**src/rtl/systolic_feeder_pkg.sv**
```systemverilog
// Shared constants and state encoding for the systolic operand feeder.
package systolic_feeder_pkg;

  localparam int DATA_WIDTH_DEF = 32;
  localparam int N_DEF          = 4;
  localparam int STREAM_LEN     = 2 * N_DEF - 1;
  localparam int FLUSH_LEN      = N_DEF - 1;

  typedef enum logic [1:0] {
    ST_IDLE   = 2'd0,
    ST_STREAM = 2'd1,
    ST_FLUSH  = 2'd2,
    ST_DONE   = 2'd3
  } feeder_state_e;

endpackage

```
**src/rtl/systolic_feeder_bank.sv**
```systemverilog
// NxN element store with one write port and N skewed read lanes.
// Lane i returns the element at skew k = step - i; COL_MAJOR selects mem[k][i] instead of mem[i][k].
module feeder_bank #(
  parameter int DATA_WIDTH = 32,
  parameter int N          = 4,
  parameter bit COL_MAJOR  = 1'b0
) (
  input  logic                    clk_i,
  input  logic                    rst_ni,
  input  logic                    wr_en_i,
  input  logic [1:0]              wr_row_i,
  input  logic [1:0]              wr_col_i,
  input  logic [DATA_WIDTH-1:0]   wr_data_i,
  input  logic [3:0]              step_i,
  output logic [N*DATA_WIDTH-1:0] rd_o
);

  logic [DATA_WIDTH-1:0] r_mem [N][N];

  always_ff @(posedge clk_i or negedge rst_ni) begin
    if (!rst_ni) begin
      for (int r = 0; r < N; r++) begin
        for (int c = 0; c < N; c++) begin
          r_mem[r][c] <= '0;
        end
      end
    end else if (wr_en_i) begin
      r_mem[wr_row_i][wr_col_i] <= wr_data_i;
    end
  end

  for (genvar i = 0; i < N; i++) begin : g_lane
    logic [3:0] w_k;
    logic       w_hit;
    assign w_k   = step_i - 4'(i);
    assign w_hit = (step_i >= 4'(i)) && (w_k < 4'(N));
    // Outside the diagonal band the lane carries zero padding.
    assign rd_o[i*DATA_WIDTH +: DATA_WIDTH] =
        !w_hit    ? '0 :
        COL_MAJOR ? r_mem[w_k[1:0]][i] : r_mem[i][w_k[1:0]];
  end

endmodule

```
**src/rtl/systolic_feeder.sv**
```systemverilog
// Operand formatter for the 4x4 systolic multiplier: streams A rows and B columns
// diagonally skewed, then flushes and pulses done. All outputs are registered.
//
//   state     | meaning
//   ----------+-------------------------------------------------
//   ST_IDLE   | lanes zero, element writes accepted, wait start
//   ST_STREAM | step 0..2N-2, skewed A/B lanes emitted
//   ST_FLUSH  | N-1 zero cycles to drain the array
//   ST_DONE   | one cycle, done pulse, back to idle
module systolic_feeder
  import systolic_feeder_pkg::*;
#(
  parameter int DATA_WIDTH = DATA_WIDTH_DEF,
  parameter int N          = N_DEF
) (
  input  logic                    clk_i,
  input  logic                    rst_ni,
  input  logic                    wr_en_i,
  input  logic                    wr_sel_i,
  input  logic [1:0]              wr_row_i,
  input  logic [1:0]              wr_col_i,
  input  logic [DATA_WIDTH-1:0]   wr_data_i,
  input  logic                    start_i,
  output logic [N*DATA_WIDTH-1:0] left_o,
  output logic [N*DATA_WIDTH-1:0] up_o,
  output logic                    busy_o,
  output logic                    done_o
);

  feeder_state_e r_state, w_next_state;
  logic [3:0] r_step, w_next_step;
  logic [N*DATA_WIDTH-1:0] r_left, r_up, w_left, w_up;
  logic r_busy, r_done;
  logic w_wr_ok;

  // A write that coincides with an accepted start is dropped.
  assign w_wr_ok = wr_en_i && (r_state == ST_IDLE) && !start_i;

  feeder_bank #(.DATA_WIDTH(DATA_WIDTH), .N(N), .COL_MAJOR(1'b0)) u_bank_a (
    .clk_i     (clk_i),
    .rst_ni    (rst_ni),
    .wr_en_i   (w_wr_ok && !wr_sel_i),
    .wr_row_i  (wr_row_i),
    .wr_col_i  (wr_col_i),
    .wr_data_i (wr_data_i),
    .step_i    (r_step),
    .rd_o      (w_left)
  );

  feeder_bank #(.DATA_WIDTH(DATA_WIDTH), .N(N), .COL_MAJOR(1'b1)) u_bank_b (
    .clk_i     (clk_i),
    .rst_ni    (rst_ni),
    .wr_en_i   (w_wr_ok && wr_sel_i),
    .wr_row_i  (wr_row_i),
    .wr_col_i  (wr_col_i),
    .wr_data_i (wr_data_i),
    .step_i    (r_step),
    .rd_o      (w_up)
  );

  always_ff @(posedge clk_i or negedge rst_ni) begin
    if (!rst_ni) begin
      r_state <= ST_IDLE;
      r_step  <= '0;
    end else begin
      r_state <= w_next_state;
      r_step  <= w_next_step;
    end
  end

  always_comb begin
    w_next_state = r_state;
    w_next_step  = r_step;
    case (r_state)
      ST_IDLE: begin
        if (start_i) begin
          w_next_state = ST_STREAM;
          w_next_step  = '0;
        end
      end
      ST_STREAM: begin
        if (r_step == 4'(STREAM_LEN - 1)) begin
          w_next_state = ST_FLUSH;
          w_next_step  = '0;
        end else begin
          w_next_step = r_step + 4'd1;
        end
      end
      ST_FLUSH: begin
        if (r_step == 4'(FLUSH_LEN - 1)) begin
          w_next_state = ST_DONE;
          w_next_step  = '0;
        end else begin
          w_next_step = r_step + 4'd1;
        end
      end
      ST_DONE: begin
        w_next_state = ST_IDLE;
        w_next_step  = '0;
      end
      default: begin
        w_next_state = ST_IDLE;
        w_next_step  = '0;
      end
    endcase
  end

  // Outputs lag the state by one cycle so lane data and busy/done stay aligned.
  always_ff @(posedge clk_i or negedge rst_ni) begin
    if (!rst_ni) begin
      r_left <= '0;
      r_up   <= '0;
      r_busy <= 1'b0;
      r_done <= 1'b0;
    end else begin
      r_left <= (r_state == ST_STREAM) ? w_left : '0;
      r_up   <= (r_state == ST_STREAM) ? w_up : '0;
      r_busy <= (r_state == ST_STREAM) || (r_state == ST_FLUSH);
      r_done <= (r_state == ST_DONE);
    end
  end

  assign left_o = r_left;
  assign up_o   = r_up;
  assign busy_o = r_busy;
  assign done_o = r_done;

endmodule

```
**config.mk**
```make
export PLATFORM = sky130hd
export DESIGN_NAME = systolic_feeder
export DESIGN_NICKNAME = d
export VERILOG_FILES = /design/src/rtl/systolic_feeder_pkg.sv /design/src/rtl/systolic_feeder_bank.sv /design/src/rtl/systolic_feeder.sv
export SDC_FILE = /design/constraint.sdc
export NUM_CORES = 2
export LEC_CHECK = 0
export ABC_AREA = 1
export BUFFER_PORTS_ARGS = -buffer_cell sky130_fd_sc_hd__buf_2
export CAP_MARGIN = 30
export CORE_MARGIN = 4
export CORE_UTILIZATION = 59
export CTS_BUF_LIST = sky130_fd_sc_hd__clkbuf_16
export DETAILED_ROUTE_END_ITERATION = 10
export PLACE_DENSITY = 0.77
export SKIP_LAST_GASP = 1
export SYNTH_ARGS = -nofsm -noshare
export SYNTH_HDL_FRONTEND = slang
export SYNTH_SLANG_ARGS = --single-unit
```
**constraint.sdc**
```tcl
create_clock -name clk_i -period 5.8 [get_ports clk_i]
set_clock_uncertainty 0.05 [all_clocks]
set_input_delay 1.16 -clock clk_i [delete_from_list [all_inputs] [get_ports clk_i]]
set_output_delay 1.16 -clock clk_i [all_outputs]
set_load 0.005 [all_outputs]
```
[After elaboration in Yosys (flattened, before gate mapping)]
Index checks and enable logic that the tools add are counted.
Storage, ports and cells
  bits in writable memories: 0
  flip-flop bits (word level): 1288
  ROM bits: 0
  output and inout bits: 258
  bits in latches: 0
  bits of input ports: 41
  memories kept: 0
Cells by class
  eq/ne operators: 8
  bitwise gates (word level): 6
  add/subtract/negate cells: 4
  divide/modulo/power cells: 0
  multiplexer cells: 48
  $lt $le $gt $ge: 16
  reduce and logical (&&, ||, !) cells: 15
  shift-type cells: 0
  multipliers: 0
Operator list (number)
  $bmux W128 S2: 4
  $bwmux W512: 2
  $mux W128: 5
  $mux W32: 19
  $bmux W32 S2: 4
  $demux W128 S2: 1
  $mux W96: 2
  $mux W64: 2
  $demux W32 S2: 1
  $ge A3 B3 Y1 const B: 6
  $not A2 Y3: 6
  $lt A4 B3 Y1 const B: 4
  $pmux W4 S4: 1
  $mux W4: 3
  $logic_and A1 B1 Y1: 10
  $ge A4 B1 Y1 const B: 2
  $ge A4 B2 Y1 const B: 2
  $pmux W2 S4: 1
  $sub A4 B2 Y4 const B: 2
  $lt A3 B1 Y1 const B: 2
  $mux W2: 3
  $ne A2 B2 Y1 const B: 3
  $add A4 B1 Y4 const B: 1
  $eq A2 B2 Y1 const B: 2
  8 further kinds: 9

[Depth between registers and ports, before layout]
  word-level depth: 8
  mapped depth: 12
  depth with buffers taken out: 8

[By module]
Synthesis repeated with hierarchy kept, for this count alone.
Second synthesis, totals
  cells, all modules: 7680
  area, all modules: 58954.0 µm²
Modules (own cells, without submodules)
  feeder_bank (u_bank_b): sequential area each 12812.3 µm², area an instance 24923.9 µm², cells an instance 3410, instances 1
  feeder_bank (u_bank_a): sequential area each 12812.3 µm², area an instance 24900.1 µm², cells an instance 3411, instances 1
  systolic_feeder: sequential area each 6606.3 µm², area an instance 9130.0 µm², cells an instance 859, instances 1

[Worst setup path before layout]
No wires, ideal clock.
  path type: reg2reg
  start: register r_step[0]
  end: register r_up[124] (netlist: up_o[124])
  cell stages (with the launch flop): 12
  data arrival time: 2291 ps
  setup slack: 3387 ps
  setup time: 71 ps
  clock period less this slack: 2413 ps
  required time: 5679 ps
  path through: dfrtp_1 -> inv_2 -> buf_2 -> buf_2 -> clkbuf_1 -> ha_1 -> clkbuf_1 -> buf_1 -> o21ai_0 -> o21ai_0 -> inv_1 -> nor2_1
Between the ends
  word-level cells in the longest chain between the ends: 7
  elaborated cells between the ends (all ways): 10
  those cells by class: 1 x add/sub; 2 x order compare; 5 x mux; 1 x bitwise; 1 x reduce/logical
Ends and longest elaborated chain
  start: declaration: line systolic_feeder.sv:31  | logic [3:0] r_step, w_next_step;
  start signal: assignment: line systolic_feeder.sv:67  | r_step <= w_next_step;
  $sub A4 B2 Y4: line systolic_feeder_bank.sv:35  | assign w_k = step_i - 4'(i);
  $not A2 Y3 (implied by the code): line systolic_feeder_bank.sv:40  | COL_MAJOR ? r_mem[w_k[1:0]][i] : r_mem[i][w_k[1:0]];
  $bmux W128 S2: line systolic_feeder_bank.sv:40
  $mux W32 (implied by the code) (2 in a row): line systolic_feeder_bank.sv:40
  $mux W32 *: line systolic_feeder_bank.sv:39  | !w_hit ? '0 :
  $mux W128 *: line systolic_feeder.sv:117  | r_up <= (r_state == ST_STREAM) ? w_up : '0;
  end signal: assignment: line systolic_feeder.sv:117
  end: declaration: line systolic_feeder.sv:32  | logic [N*DATA_WIDTH-1:0] r_left, r_up, w_left, w_up;
Mark *: on every way between the ends. The rest lies on a longest branch, timed or not. The select of a mux whose other input is x is not followed.
A chain may end at the register's enable or synchronous reset.

[Worst setup path in the final report]
  start: register r_step[0]
  end: register r_up[116] (netlist: up_o[116])
Same word-level chain as after synthesis.

==> results.py <==
metrics = {
    "final_layout": {
        "fin_cells": 8882,
        "area_growth_pct": 11.56,
        "fin_area_mm2": 0.06310,
        "drive_gt1_frac": 0.08288,
        "final_nets": 7565,
    },
    "timing": {
        "finalMaxSlewViolations": 0,
        "timing.hold.ws_ps": 414.9,
        "finalHoldViolCount": 0,
        "period_minus_slack_ps": 4034,
        "slew-limit-headroom": 0.1859,
        "setup_viol": 0,
        "worst_pin_slew_ps": 1221,
        "setup_ws_ps": 1766,
        "max_freq_ghz": 0.2479,
        "finalCritPeriodShare": 0.6956,
        "rsz0062_at_grt": "no",
        "tns_ps": 0,
    },
    "synthesis": {
        "synth_seq_cells": 1288,
        "synth.area.top_cells": "dfrtp_1 (57%), nand2_1 (26%), nor2_1 (5.7%)",
        "synth.cells.most_frequent": "nand2_1 (3948), dfrtp_1 (1288), nor2_1 (854)",
        "synthesis.nets": 7523,
        "synth_top_area_share": 0.5698,
        "synthCells": 7470,
        "ys_types": 25,
        "synthFlopType": "dfrtp_1",
        "synth_area_leader_cell": "dfrtp_1",
        "synth.avg_cell_area_um2": 7.572,
        "yosysWarnings": 0,
        "ys_async_sr_fraction": 1.000,
        "syn_area_mm2": 0.05656,
        "synth_most_common_cell": "nand2_1",
        "synth_edf_count": 0,
        "seq_area_frac_synth": 0.5698,
    },
    "global_routing": {
        "grt_pass1_vias": 47675,
        "grt_usage": 0.3395,
        "gr-total-overflow": 0,
        "grt_pass1_wl_mm": 271.2,
        "grt_max_degree": 196,
        "antenna_found_initial": 8,
    },
    "clock_network": {
        "cts_setup_buffers": 0,
        "cts-resized-gates": 0,
        "cts.sink_count": 1288,
        "clock_path_buffers": 3,
        "root_buffer": "clkbuf_16",
        "cts_tree": "yes",
        "hold_buffers": 0,
        "cts.reportedPaths.clkPinSlew_ps": 60,
        "htreeDepth": 4,
        "cts_made_buffers": 135,
        "worstSkewPairLatency_ps": 760,
    },
    "floorplanning": {
        "core_region_area_mm2": 0.09501,
        "core.rowCount": 113,
        "die_x_um": 317.6,
        "die_h_um": 317.6,
        "die_area_mm2": 0.1009,
        "initial_core_util": 0.5953,
        "ios": 299,
    },
    "worst_hold_path": {
        "hold_path.class": "reg2reg",
        "hold_start": "u_bank_b.r_mem[1]$_DFFE_PN0P_",
    },
    "power_and_ir_drop": {
        "powerDensity_mw_per_mm2": 387.1,
        "pwr-share-clk": 0.343,
        "p_sw_mw": 7.959,
        "peakVddDrop_uv": 419.2,
        "swShare": 0.3259,
        "p_int_mw": 16.47,
        "p_comb_frac": 0.209,
        "power_leakage_nw": 35.38,
        "pwr-share-seq": 0.448,
    },
    "critical_path": {
        "critical_path_class": "reg2reg",
        "required_ps": 6400,
        "reg2reg_from": "r_step[0]$_DFFE_PN0P_",
        "cp.arrival_ps": 4640,
        "crit_fanout": 193,
        "setup.worst_path.start": "r_step[0]$_DFFE_PN0P_",
        "end_kind": "flip-flop",
        "start_kind": "flip-flop",
    },
    "placement": {
        "place_ws_ps": 1964,
        "place_hpwl_mm": 94.54,
        "globalplace.congestion": 0.8393,
        "dp.cells": 8627,
        "port-buffer-count": 298,
        "placed_cell_area_mm2": 0.05861,
    },
    "route": {
        "ant_nets": 0,
        "wl_per_cell_um": 19.44,
        "vias": 49130,
        "wl_mm": 172.6,
        "route.detailed.drc": 0,
        "drtIter0Drc": 6722,
        "viasPerCell": 5.531,
        "first_pass_iters": 6,
    },
    "run_status": {
        "outcome": "completed",
    },
    "run": {
        "maxCapViolCount": 0,
    },
}
state kept, by name, indices dropped and copies added (netlist names):
name,cells
up_o,128
u_bank_a.r_mem,512
r_state,2
busy_o,1
left_o,128
u_bank_b.r_mem,512
done_o,1
r_step,4
through the flow:
step	util	power, mW
after floorplan	-	14.33
after global placement	0.6150	15.84
after detailed placement	0.6168	15.99
after CTS	0.6612	24.37
after global routing	0.6640	25.62
final	0.6641	24.43
final timing paths:
check,to,cells past startpoint,slack [ps]
hold reg to reg,u_bank_b.r_mem[1]$_DFFE_PN0P_,2,410
max in group asynchronous,left_o[35]$_DFF_PN0_,2,3910
hold / removal,u_bank_b.r_mem[1]$_DFFE_PN0P_,2,410
setup / recovery,up_o[116]$_DFF_PN0_,7,1770
setup reg to reg,up_o[116]$_DFF_PN0_,7,1770
min in group asynchronous,up_o[54]$_DFF_PN0_,1,420
routing by layer:
| metal | routed length [µm] | global-route usage | up-vias | share of wire |
|---|---|---|---|---|
| li1 | - | - | 22363 | - |
| met1 | 67890 | 0.4618 | 23667 | 0.39 |
| met2 | 78780 | 0.5208 | 2690 | 0.46 |
| met3 | 17860 | 0.07740 | 406 | 0.10 |
| met4 | 8082 | 0.1656 | 4 | 0.047 |
| met5 | 23 | 0 | - | 0.00013 |
area by class of cell:
type | count | area (µm²)
Tap cell | 1265 | 1583
Multi-Input combinational cell | 5337 | 21060
Clock inverter | 98 | 711.9
Antenna cell | 4 | 10.01
Clock buffer | 140 | 3503
Sequential cell | 1288 | 32240
Fill cell | 7823 | 31910
Inverter | 355 | 1340
Timing Repair Buffer | 395 | 2658
power groups by stage:
stage               clock network, mW  logic [mW]  registers [mW]
finish                           8.37        5.12            10.9
global route                     8.83        5.73            11.1
CTS                              8.44        5.02            10.9
detailed placement                  0        4.95            11.0
global placement                    0        4.83            11.0
floorplan                           0        3.50            10.8
worst max-delay path, cell delays in order, from the launching register on:
cell and delay [ps]:
dfrtp_4 1040, inv_8 460, ha_4 490, buf_12 720, o21ai_0 190, o21ai_0 640
inv_1 100, nor2_1 110
layout by cell type (no fill, tap or decap), drive strengths merged:
cell type,synthesis,routed
xor2,2,2
clkbuf,278,140
ha,12,12
clkinvlp,0,3
diode,0,4
buf,212,395
dfrtp,1288,1288
nand2,3949,3949
xnor2,1,1
nor3,2,2
nor2,874,874
clkinv,0,50
nand4,3,3
inv,355,391
a21oi,64,64
or2,1,1
o21ai,384,384
bufinv,0,9
nand3,45,45
kinds of logic (layout without fill, tap and decap cells):
| kind of cell | after synthesis | count (layout) | synth area share |
|---|---|---|---|
| AO/OA/AOI/OAI | 448 | 448 | 0.03964 |
| flip-flops | 1288 | 1288 | 0.5698 |
| buffers and inverters | 845 | 988 | 0.06116 |
| other | 0 | 4 | 0 |
| adder cells (fa/ha/maj) | 12 | 12 | 0.002654 |
| XOR/XNOR | 3 | 3 | 0.0004646 |
| AND/OR/NAND/NOR | 4874 | 4874 | 0.3263 |
Power figures use the tool's default switching activity.
